**config.mk**
```make
export PLATFORM = sky130hd
export DESIGN_NAME = lsu_align_flat
export DESIGN_NICKNAME = d
export VERILOG_FILES = /design/src/rtl/mem_pkg.sv /design/src/rtl/lsu_align_if.sv /design/src/rtl/load_extend.sv /design/src/rtl/lsu_align.sv /design/src/flat_wrapper.sv
export SDC_FILE = /design/constraint.sdc
export NUM_CORES = 1
export LEC_CHECK = 0
export CAP_MARGIN = 15
export CORE_ASPECT_RATIO = 0.75
export CORE_UTILIZATION = 30
export CTS_BUF_LIST = sky130_fd_sc_hd__clkbuf_16
export CTS_CLUSTER_DIAMETER = 200
export DETAILED_ROUTE_END_ITERATION = 12
export SYNTH_ARGS = -nofsm -noshare
export SYNTH_HDL_FRONTEND = slang
export SYNTH_SLANG_ARGS = --single-unit
```
**constraint.sdc**
```tcl
create_clock -name clk -period 2.38 [get_ports clk]
set_input_delay 0.476 -clock clk [delete_from_list [all_inputs] [get_ports clk]]
set_output_delay 0.476 -clock clk [all_outputs]
set_load 0.005 [all_outputs]
```
**src/rtl/mem_pkg.sv**
```systemverilog
// Shared data_mem encodings: AddrMode codes, RV32I load/store funct3 values
// and the alignment FSM states. Every data_mem user imports this package.
package mem_pkg;

   localparam logic [3:0] AM_LB  = 4'b0000;
   localparam logic [3:0] AM_LH  = 4'b0001;
   localparam logic [3:0] AM_LW  = 4'b0010;
   localparam logic [3:0] AM_LBU = 4'b0011;
   localparam logic [3:0] AM_LHU = 4'b0100;
   localparam logic [3:0] AM_SB  = 4'b0101;
   localparam logic [3:0] AM_SH  = 4'b0110;
   localparam logic [3:0] AM_SW  = 4'b0111;
   localparam logic [3:0] AM_NOP = 4'b1111;

   localparam logic [2:0] F3_B  = 3'd0;
   localparam logic [2:0] F3_H  = 3'd1;
   localparam logic [2:0] F3_W  = 3'd2;
   localparam logic [2:0] F3_BU = 3'd4;
   localparam logic [2:0] F3_HU = 3'd5;

   typedef enum logic [1:0] {IDLE, SPLIT, DONE} lsu_state_e;

   // AM_NOP doubles as the "unsupported funct3" marker.
   function automatic logic [3:0] f3_to_mode(input logic wr, input logic [2:0] f3);
      logic [3:0] m;
      m = AM_NOP;
      if (wr) begin
         case (f3)
            F3_B:    m = AM_SB;
            F3_H:    m = AM_SH;
            F3_W:    m = AM_SW;
            default: m = AM_NOP;
         endcase
      end else begin
         case (f3)
            F3_B:    m = AM_LB;
            F3_H:    m = AM_LH;
            F3_W:    m = AM_LW;
            F3_BU:   m = AM_LBU;
            F3_HU:   m = AM_LHU;
            default: m = AM_NOP;
         endcase
      end
      return m;
   endfunction

endpackage

```
**src/rtl/lsu_align_if.sv**
```systemverilog
// Request/response and data_mem port bundle of the load/store alignment unit.
interface lsu_align_if #(
   parameter int DATA_WIDTH = 32,
   parameter int ADDR_WIDTH = 32
) ();
   logic                  req_valid;
   logic                  req_write;
   logic [2:0]            funct3;
   logic [ADDR_WIDTH-1:0] req_addr;
   logic [DATA_WIDTH-1:0] req_wdata;
   logic                  stall;
   logic                  rd_valid;
   logic [DATA_WIDTH-1:0] rd_data;
   logic                  illegal;
   logic [3:0]            mem_AddrMode;
   logic [ADDR_WIDTH-1:0] mem_A;
   logic [DATA_WIDTH-1:0] mem_WD;
   logic [DATA_WIDTH-1:0] mem_RD;

   modport master (
      output req_valid, req_write, funct3, req_addr, req_wdata, mem_RD,
      input  stall, rd_valid, rd_data, illegal, mem_AddrMode, mem_A, mem_WD
   );

   modport slave (
      input  req_valid, req_write, funct3, req_addr, req_wdata, mem_RD,
      output stall, rd_valid, rd_data, illegal, mem_AddrMode, mem_A, mem_WD
   );
endinterface

```
**src/rtl/load_extend.sv**
```systemverilog
// Sign/zero extension of an assembled load value selected by funct3.
module load_extend
   import mem_pkg::*;
#(
   parameter int DATA_WIDTH = 32
) (
   input  logic [2:0]            funct3_i,
   input  logic [DATA_WIDTH-1:0] data_i,
   output logic [DATA_WIDTH-1:0] data_o
);
   always_comb begin
      data_o = data_i;
      case (funct3_i)
         F3_B:    data_o = {{(DATA_WIDTH-8){data_i[7]}}, data_i[7:0]};
         F3_H:    data_o = {{(DATA_WIDTH-16){data_i[15]}}, data_i[15:0]};
         F3_BU:   data_o = {{(DATA_WIDTH-8){1'b0}}, data_i[7:0]};
         F3_HU:   data_o = {{(DATA_WIDTH-16){1'b0}}, data_i[15:0]};
         default: data_o = data_i;
      endcase
   end
endmodule

```
**src/rtl/lsu_align.sv**
```systemverilog
// Load/store alignment: aligned accesses pass straight to data_mem, misaligned
// halfword/word accesses are split into byte accesses while the pipeline stalls.
module lsu_align
   import mem_pkg::*;
#(
   parameter int DATA_WIDTH = 32,
   parameter int ADDR_WIDTH = 32
) (
   input  logic     clk,
   input  logic     rst,
   lsu_align_if.slave bus
);
   lsu_state_e            state_q, state_d;
   logic [1:0]            cnt_q, cnt_d;
   logic [1:0]            last_q, last_d;
   logic [ADDR_WIDTH-1:0] addr_q, addr_d;
   logic [DATA_WIDTH-1:0] wdata_q, wdata_d;
   logic [2:0]            f3_q, f3_d;
   logic                  write_q, write_d;
   logic [DATA_WIDTH-1:0] asm_q, asm_d;

   logic [DATA_WIDTH-1:0] ext_data;
   logic [3:0]            req_mode;
   logic                  misaligned;

   logic                  stall, rd_valid, illegal;
   logic [DATA_WIDTH-1:0] rd_data, wd;
   logic [ADDR_WIDTH-1:0] addr_out;
   logic [3:0]            mode;

   load_extend #(.DATA_WIDTH(DATA_WIDTH)) u_load_extend (
      .funct3_i (f3_q),
      .data_i   (asm_q),
      .data_o   (ext_data)
   );

   assign req_mode   = f3_to_mode(bus.req_write, bus.funct3);
   assign misaligned = ((bus.funct3[1:0] == 2'd1) && bus.req_addr[0]) ||
                       ((bus.funct3[1:0] == 2'd2) && (bus.req_addr[1:0] != 2'd0));

   always_comb begin
      state_d  = state_q;
      cnt_d    = cnt_q;
      last_d   = last_q;
      addr_d   = addr_q;
      wdata_d  = wdata_q;
      f3_d     = f3_q;
      write_d  = write_q;
      asm_d    = asm_q;
      stall    = 1'b0;
      rd_valid = 1'b0;
      rd_data  = '0;
      illegal  = 1'b0;
      mode     = AM_NOP;
      addr_out = '0;
      wd       = '0;
      // Outputs are forced to idle values during reset so a split store stops at once.
      if (!rst) begin
         case (state_q)
            IDLE: begin
               if (bus.req_valid) begin
                  if (req_mode == AM_NOP) begin
                     illegal = 1'b1;
                  end else if (!misaligned) begin
                     mode     = req_mode;
                     addr_out = bus.req_addr;
                     wd       = bus.req_wdata;
                     if (!bus.req_write) begin
                        rd_valid = 1'b1;
                        rd_data  = bus.mem_RD;
                     end
                  end else begin
                     stall    = 1'b1;
                     addr_out = bus.req_addr;
                     addr_d   = bus.req_addr;
                     wdata_d  = bus.req_wdata;
                     f3_d     = bus.funct3;
                     write_d  = bus.req_write;
                     last_d   = (bus.funct3[1:0] == 2'd1) ? 2'd1 : 2'd3;
                     cnt_d    = 2'd1;
                     state_d  = SPLIT;
                     if (bus.req_write) begin
                        mode  = AM_SB;
                        wd    = DATA_WIDTH'(bus.req_wdata[7:0]);
                        asm_d = '0;
                     end else begin
                        mode  = AM_LBU;
                        asm_d = DATA_WIDTH'(bus.mem_RD[7:0]);
                     end
                  end
               end
            end
            SPLIT: begin
               stall    = 1'b1;
               addr_out = addr_q + ADDR_WIDTH'(cnt_q);
               if (write_q) begin
                  mode = AM_SB;
                  wd   = DATA_WIDTH'(wdata_q[8*cnt_q +: 8]);
               end else begin
                  mode = AM_LBU;
                  asm_d[8*cnt_q +: 8] = bus.mem_RD[7:0];
               end
               if (cnt_q == last_q) state_d = DONE;
               else                 cnt_d   = cnt_q + 2'd1;
            end
            DONE: begin
               rd_valid = !write_q;
               rd_data  = write_q ? '0 : ext_data;
               cnt_d    = 2'd0;
               state_d  = IDLE;
            end
            default: state_d = IDLE;
         endcase
      end
   end

   always_ff @(posedge clk) begin
      if (rst) begin
         state_q <= IDLE;
         cnt_q   <= 2'd0;
         last_q  <= 2'd0;
         addr_q  <= '0;
         wdata_q <= '0;
         f3_q    <= 3'd0;
         write_q <= 1'b0;
         asm_q   <= '0;
      end else begin
         state_q <= state_d;
         cnt_q   <= cnt_d;
         last_q  <= last_d;
         addr_q  <= addr_d;
         wdata_q <= wdata_d;
         f3_q    <= f3_d;
         write_q <= write_d;
         asm_q   <= asm_d;
      end
   end

   assign bus.stall        = stall;
   assign bus.rd_valid     = rd_valid;
   assign bus.rd_data      = rd_data;
   assign bus.illegal      = illegal;
   assign bus.mem_AddrMode = mode;
   assign bus.mem_A        = addr_out;
   assign bus.mem_WD       = wd;
endmodule

```
**src/flat_wrapper.sv**
```systemverilog
// flat-port wrapper written by rule: the top's interface ports become plain ports
module lsu_align_flat import mem_pkg::*;
#(
   parameter int DATA_WIDTH = 32,
   parameter int ADDR_WIDTH = 32
)
  (clk, rst, bus_req_valid, bus_req_write, bus_funct3, bus_req_addr, bus_req_wdata, bus_mem_RD, bus_stall, bus_rd_valid, bus_rd_data, bus_illegal, bus_mem_AddrMode, bus_mem_A, bus_mem_WD);
  lsu_align_if #(.DATA_WIDTH(DATA_WIDTH), .ADDR_WIDTH(ADDR_WIDTH)) bus_i ();
  input  logic clk;
  input  logic rst;
  input wire logic [$bits(bus_i.req_valid)-1:0] bus_req_valid;
  input wire logic [$bits(bus_i.req_write)-1:0] bus_req_write;
  input wire logic [$bits(bus_i.funct3)-1:0] bus_funct3;
  input wire logic [$bits(bus_i.req_addr)-1:0] bus_req_addr;
  input wire logic [$bits(bus_i.req_wdata)-1:0] bus_req_wdata;
  input wire logic [$bits(bus_i.mem_RD)-1:0] bus_mem_RD;
  output wire logic [$bits(bus_i.stall)-1:0] bus_stall;
  output wire logic [$bits(bus_i.rd_valid)-1:0] bus_rd_valid;
  output wire logic [$bits(bus_i.rd_data)-1:0] bus_rd_data;
  output wire logic [$bits(bus_i.illegal)-1:0] bus_illegal;
  output wire logic [$bits(bus_i.mem_AddrMode)-1:0] bus_mem_AddrMode;
  output wire logic [$bits(bus_i.mem_A)-1:0] bus_mem_A;
  output wire logic [$bits(bus_i.mem_WD)-1:0] bus_mem_WD;
  assign bus_i.req_valid = bus_req_valid;
  assign bus_i.req_write = bus_req_write;
  assign bus_i.funct3 = bus_funct3;
  assign bus_i.req_addr = bus_req_addr;
  assign bus_i.req_wdata = bus_req_wdata;
  assign bus_i.mem_RD = bus_mem_RD;
  assign bus_stall = bus_i.stall;
  assign bus_rd_valid = bus_i.rd_valid;
  assign bus_rd_data = bus_i.rd_data;
  assign bus_illegal = bus_i.illegal;
  assign bus_mem_AddrMode = bus_i.mem_AddrMode;
  assign bus_mem_A = bus_i.mem_A;
  assign bus_mem_WD = bus_i.mem_WD;
  lsu_align #(.DATA_WIDTH(DATA_WIDTH), .ADDR_WIDTH(ADDR_WIDTH)) u_core (.clk(clk), .rst(rst), .bus(bus_i));
endmodule
```
-- Word level (Yosys, flattened, before mapping)
Index checks and enable logic that the tools add are counted.
- magnitude comparators: 0
- shift-type cells: 3
- reduce and logical (&&, ||, !) cells: 14
- equality and inequality tests: 19
- bitwise operators: 1
- muxes and demuxes: 59
- divide/modulo/power cells: 0
- $mul: 0
- $add $sub $neg: 3
- operators by type and width (cell ; number):
    two-way mux 32 bit ; 17
    one-hot mux 32 bit (2 select lines) ; 4
    one-hot mux 32 bit (4 select lines) ; 1
    negation 5 -> 34 bit ; 1
    variable shift 8 x 34 -> 32 bit (first input constant) ; 1
    indexed part select 8 x 34 -> 32 bit ; 1
    adder 32 x 2 -> 32 bit ; 1
    bitwise mux 32 bit ; 1
    indexed part select 32 x 6 -> 8 bit ; 1
    two-way mux 8 bit ; 3
    two-way mux 4 bit ; 5
    one-hot mux 4 bit (5 select lines) ; 1
    two-way mux 1 bit ; 13
    == test 3 bit (second input constant) ; 4
    two-way mux 2 bit ; 6
    one-hot mux 4 bit (3 select lines) ; 1
    AND reduction 5 bit ; 2
    inequality test 2 bit (second input constant) ; 4
    one-hot mux 4 bit (2 select lines) ; 1
    AND reduction 4 bit ; 2
    == test 3 x 1 -> 1 bit (second input constant) ; 2
    zero test 3 bit ; 2
    two-way mux 3 bit ; 2
    one-hot mux 2 bit (3 select lines) ; 1
    other kinds (16) ; 22
- memories: 0
- word-level logic and storage cells: 107
- latch bits: 0
- input port bits: 103
- memory bits (read-only): 0
- register bits after elaboration: 106
- bits in writable memories: 0

-- Logic depth before layout (Yosys ltp)
- depth in word-level cells: 8
- depth in mapped cells: 9
- depth with buffers taken out: 7

-- By module
Synthesis repeated with hierarchy kept, for this count alone.
- cell total of the unflattened synthesis: 885
- area total of the unflattened synthesis: 6668.9 µm²
- by module, submodules not included (module ; cells each ; area an instance (µm²) ; times used):
    lsu_align ; 818 ; 6313.6 ; 1
    load_extend ; 67 ; 355.3 ; 1

-- Worst setup path before layout
OpenSTA, ideal clock, no wires.
- path type: register -> output
- start: register u_core.cnt_q[0]
- end: output port bus_mem_A[30]
- data arrival time: 1.937 ns
- stages on the path, launching flop included: 8
- setup slack: -0.033 ns
- path through: dfxtp_1 > ha_1 > fa_1 > nand3_1 > or2_2 > nor4_2 > xnor2_1 > o21ai_2
- cells in the longest elaborated chain, start to end: 3
- RTL lines (what ; RTL line ; text):
    start, declared ; lsu_align.sv:14 ; logic [1:0] cnt_q, cnt_d;
    start signal, assigned ; lsu_align.sv:129 ; cnt_q <= cnt_d;
    adder 32 x 2 -> 32 bit ; lsu_align.sv:95 ; addr_out = addr_q + ADDR_WIDTH'(cnt_q);
    one-hot mux 32 bit (2 select lines) ; lsu_align.sv:59 ; case (state_q)
    two-way mux 32 bit ; lsu_align.sv:58 ; if (!rst) begin
    end, declared ; flat_wrapper.sv:22 ; output wire logic [$bits(bus_i.mem_A)-1:0] bus_mem_A;
Every way passes these cells.

-- Final worst setup path
- start: register u_core.state_q[1]
- end: output port bus_mem_WD[31]
- cells in the longest elaborated chain, start to end: 3
- elaborated cells on any way between the ends: 4
- those cells by class: eq/ne: 1; mux: 2; reduce/logical: 1
- RTL lines (what ; RTL line ; text):
    start, declared ; lsu_align.sv:13 ; lsu_state_e state_q, state_d;
    start signal, assigned ; lsu_align.sv:128 ; state_q <= state_d;
    == test 2 x 1 -> 1 bit or zero test 2 bit (tied branches) ; lsu_align.sv:59 ;
    one-hot mux 32 bit (2 select lines) (*) ; lsu_align.sv:59 ;
    two-way mux 32 bit (*) ; lsu_align.sv:58 ;
    end, declared ; flat_wrapper.sv:23 ; output wire logic [$bits(bus_i.mem_WD)-1:0] bus_mem_WD;
Mark *: on every way between the ends. The rest lies on a longest branch, timed or not.

==> results.sh <==
export IMPL_r2r_cells=10
export IMPL_reg2reg_to="u_core.asm_q[24]"
export IMPL_outcome="finished, violations left"
export IMPL_worstMarginPinSlew_ns=0.659
export IMPL_p_sw_w=0.00124
export IMPL_relSlewSlack_pct=56.0
export IMPL_critPathMaxFanout=3
export IMPL_cap_violations=0
export IMPL_pwr_share_comb_pct=24.6
export IMPL_power_per_cell_area_nw_per_um2=380
export IMPL_layout_setup_ws_ns=-0.524
export IMPL_finalSetupViolCount=96
export IMPL_first_pass_iters=5
export IMPL_arrival_ns=2.43
export IMPL_die_area_sq_um=21700
export IMPL_ioPinCount=206
export IMPL_vdd_drop_max_v=0.000305
export IMPL_cts_buffers=9
export IMPL_dpl_hpwl_microns=16200
export IMPL_drc=0
export IMPL_hold_buffers=0
export IMPL_clock_latency_ns=0.35
export IMPL_synth_seq_cells=106
export IMPL_cts_max_level=3
export IMPL_p_leak_nw=4.79
export IMPL_min_path_type="primary input to flip-flop"
export IMPL_grt_ovfl_total=0
export IMPL_antenna_found_initial=0
export IMPL_endpoint_kind="primary output"
export IMPL_cp_start_kind="flip-flop"
export IMPL_nets=1352
export IMPL_cts_sinks=106
export IMPL_post_place_ws_ns=-0.809
export IMPL_antenna_cells=0
export IMPL_fmax_mhz=344
export IMPL_die_w_microns=170
export IMPL_clockPowerShare_pct=33.2
export IMPL_grt_pass1_vias=7158
export IMPL_io_buffers=205
export IMPL_num_vias=7723
export IMPL_yosysWarnings=0
export IMPL_mappedNetlistNets=987
export IMPL_drive_gt1_share_pct=41.2
export IMPL_synthArstFlopShare_pct=0
export IMPL_grt_max_degree=61
export IMPL_cts_clk_slew_worst_paths_ns=0.07
export IMPL_violations="negative setup slack"
export IMPL_most_common_layout_cells="nand2_1 (192), buf_4 (116), clkdlybuf4s50_1 (94)"
export IMPL_coreArea_sq_um=20400
export IMPL_drt_iter0_drc=398
export IMPL_post_place_cells=1409
export IMPL_switching_share_pct=28.4
export IMPL_hold_violations=0
export IMPL_wl_per_cell_microns=17.4
export IMPL_min_period_over_period_pct=122
export IMPL_multi_input_area_sq_um=4700
export IMPL_detail_route_antenna_nets=0
export IMPL_die_h_microns=128
export IMPL_finalInstanceArea_sq_um=11500
export IMPL_min_path_cells=3
export IMPL_start_util_pct=30.9
export IMPL_fin_cells=1528
export IMPL_grt_usage_pct=23.8
export IMPL_netlist_instances=877
export IMPL_gp_congestion=0.828
export IMPL_cts_tree="done"
export IMPL_min_delay_start="rst"
export IMPL_worstReg2RegStart="u_core.state_q[1]"
export IMPL_internal_power_w=0.00312
export IMPL_dpl_cell_area_sq_um=9480
export IMPL_period_needed_ns=2.90
export IMPL_num_fill_cells=1844
export IMPL_rrSetupSlack_ns=0.28
export IMPL_fin_worst_skew_ns=0.00529
export IMPL_area_growth_pct=81.3
export IMPL_drt_wl_total_microns=26600
export IMPL_clockBufferDepth=2
export IMPL_yosys_most_used_dff="dfxtp_1"
export IMPL_p_seq_share_pct=42.2
export IMPL_fp_row_count=45
export IMPL_critical_path_class="flip-flop to primary output"
export IMPL_slew_violations=0
export IMPL_syn_area_per_cell_sq_um=7.21
export IMPL_synth_cell_types=57
export IMPL_viasPerCell=5.05
export IMPL_hold_path_end="u_core.last_q[0]"
export IMPL_layout_commonest_cell="nand2_1"
export IMPL_seqCellArea_sq_um=2140
export IMPL_syn_area_sq_um=6320
export IMPL_ys_seq_area_share_pct=33.6
export IMPL_rsz0062_at_grt="true"
export IMPL_grt_pass1_wl_microns=39900
export IMPL_crit_required_ns=1.90
export IMPL_clockRootBuffer="clkbuf_16"
export IMPL_synth_edff_count=0
==> worst max-delay path: stages, from the launching register on <==
cell and delay, ns:
dfxtp_2 0.33, or3b_4 0.41, buf_6 0.14, nor3b_4 0.18, buf_6 0.16, buf_12 0.11, buf_16 0.11, buf_12 0.10
buf_6 0.09, buf_6 0.09, buf_6 0.08, and3_4 0.18, buf_6 0.09
==> how the worst max path moves through the flow <==
stage	startpoint	to	slack [ns]	cells after the start
2_1_floorplan	u_core.cnt_q[0]	bus_mem_A[30]	0.07	7
3_5_place_dp	bus_req_valid	bus_mem_A[31]	-0.81	8
5_1_grt	u_core.cnt_q[0]	bus_mem_A[28]	-0.60	10
6_report	u_core.state_q[1]	bus_mem_WD[31]	-0.52	12
3_3_place_gp	bus_req_valid	bus_mem_A[31]	-0.79	8
4_1_cts	u_core.addr_q[14]	bus_mem_A[20]	-0.70	7
==> layout make-up <==
cell class | instances | area share (%)
Clock buffer | 9 | 1.96
Clock inverter | 6 | 0.458
Inverter | 7 | 0.229
Multi-Input combinational cell | 691 | 40.9
Sequential cell | 106 | 18.7
Tap cell | 282 | 3.08
Timing Repair Buffer | 427 | 34.6
==> power by group through the flow <==
stage	registers [W]	clock network, W	logic, W
3_3_place_gp	0.00187	0	0.000797
4_1_cts	0.00183	0.00149	0.00101
3_5_place_dp	0.00187	0	0.000798
5_1_grt	0.00184	0.00156	0.00113
6_report	0.00184	0.00145	0.00107
2_1_floorplan	0.00188	0	0.000304
==> flip-flops by register name, summed over array words and instances (netlist names) <==
signal,cells
u_core.addr_q,32
u_core.asm_q,32
u_core.state_q,2
u_core.cnt_q,2
u_core.last_q,2
u_core.wdata_q,32
u_core.f3_q,3
u_core.write_q,1
==> routing by layer <==
| metal | share of wire (%) | up-vias | track usage (%) |
|---|---|---|---|
| li1 | - | 3747 | - |
| met1 | 48 | 3689 | 34.9 |
| met2 | 44 | 258 | 35.3 |
| met3 | 6.1 | 29 | 5.56 |
| met4 | 1.2 | 0 | 4.40 |
| met5 | 0 | - | 0 |
==> cells in the mapped netlist (2+ instances only) <==
cell	number	area share, %
a211oi_1	2	0.24
a21oi_1	108	8.5
a22oi_1	23	2.7
a31o_2	7	0.97
a32oi_1	2	0.28
and2_1	4	0.40
and3_1	28	2.8
and3b_1	2	0.28
and4_1	5	0.69
buf_1	3	0.18
buf_2	18	1.4
clkbuf_1	52	3.1
dfxtp_1	106	34
ha_1	6	1.2
inv_1	7	0.42
mux2i_1	11	1.7
mux4_2	8	2.8
nand2_1	212	13
nand2b_1	20	2.0
nand3_1	24	1.9
nand3b_1	9	1.1
nand4_1	3	0.30
nor2_1	55	3.3
nor2b_1	6	0.59
nor3_1	11	0.87
nor3b_1	11	1.3
nor4_1	2	0.20
nor4_2	2	0.40
o21ai_0	35	2.8
o21ai_1	33	2.6
o21ai_2	2	0.28
or2_2	4	0.40
or3b_1	2	0.28
xnor2_1	19	2.6
xor2_1	13	1.8
==> per-stage QoR <==
| step | TNS (ns) | hold slack (ns) | util (%) | total power (W) |
|---|---|---|---|---|
| CTS | -29.39 | 0.424 | 53.4 | 0.00433 |
| floorplan | 0 | 0.433 | - | 0.00218 |
| finish | -26.10 | 0.432 | 56.1 | 0.00435 |
| global route | -33.87 | 0.428 | 56.1 | 0.00453 |
| global placement | -100.02 | 0.441 | 46.4 | 0.00267 |
| detailed placement | -102.66 | 0.445 | 46.4 | 0.00267 |
==> what timing repair did <==
item                       CTS  global route
setup endpoints to repair  119           115
resized for setup          568           174
hold endpoints to repair     0             0
gates cloned                11             0
buffers inserted            76            38
pin swaps                   60           117
==> kinds of logic (layout without fill, tap and decap cells) <==
kind of cell | Yosys count | count (layout) | synth area share [%]
fa+ha+maj | 7 | 7 | 1.50
mux | 19 | 19 | 4.59
compound gates | 224 | 224 | 20.0
xor+xnor | 32 | 32 | 4.43
simple gates | 408 | 409 | 30.6
flops | 106 | 106 | 33.6
buf+inv | 81 | 449 | 5.28
Power figures use the tool's default switching activity.
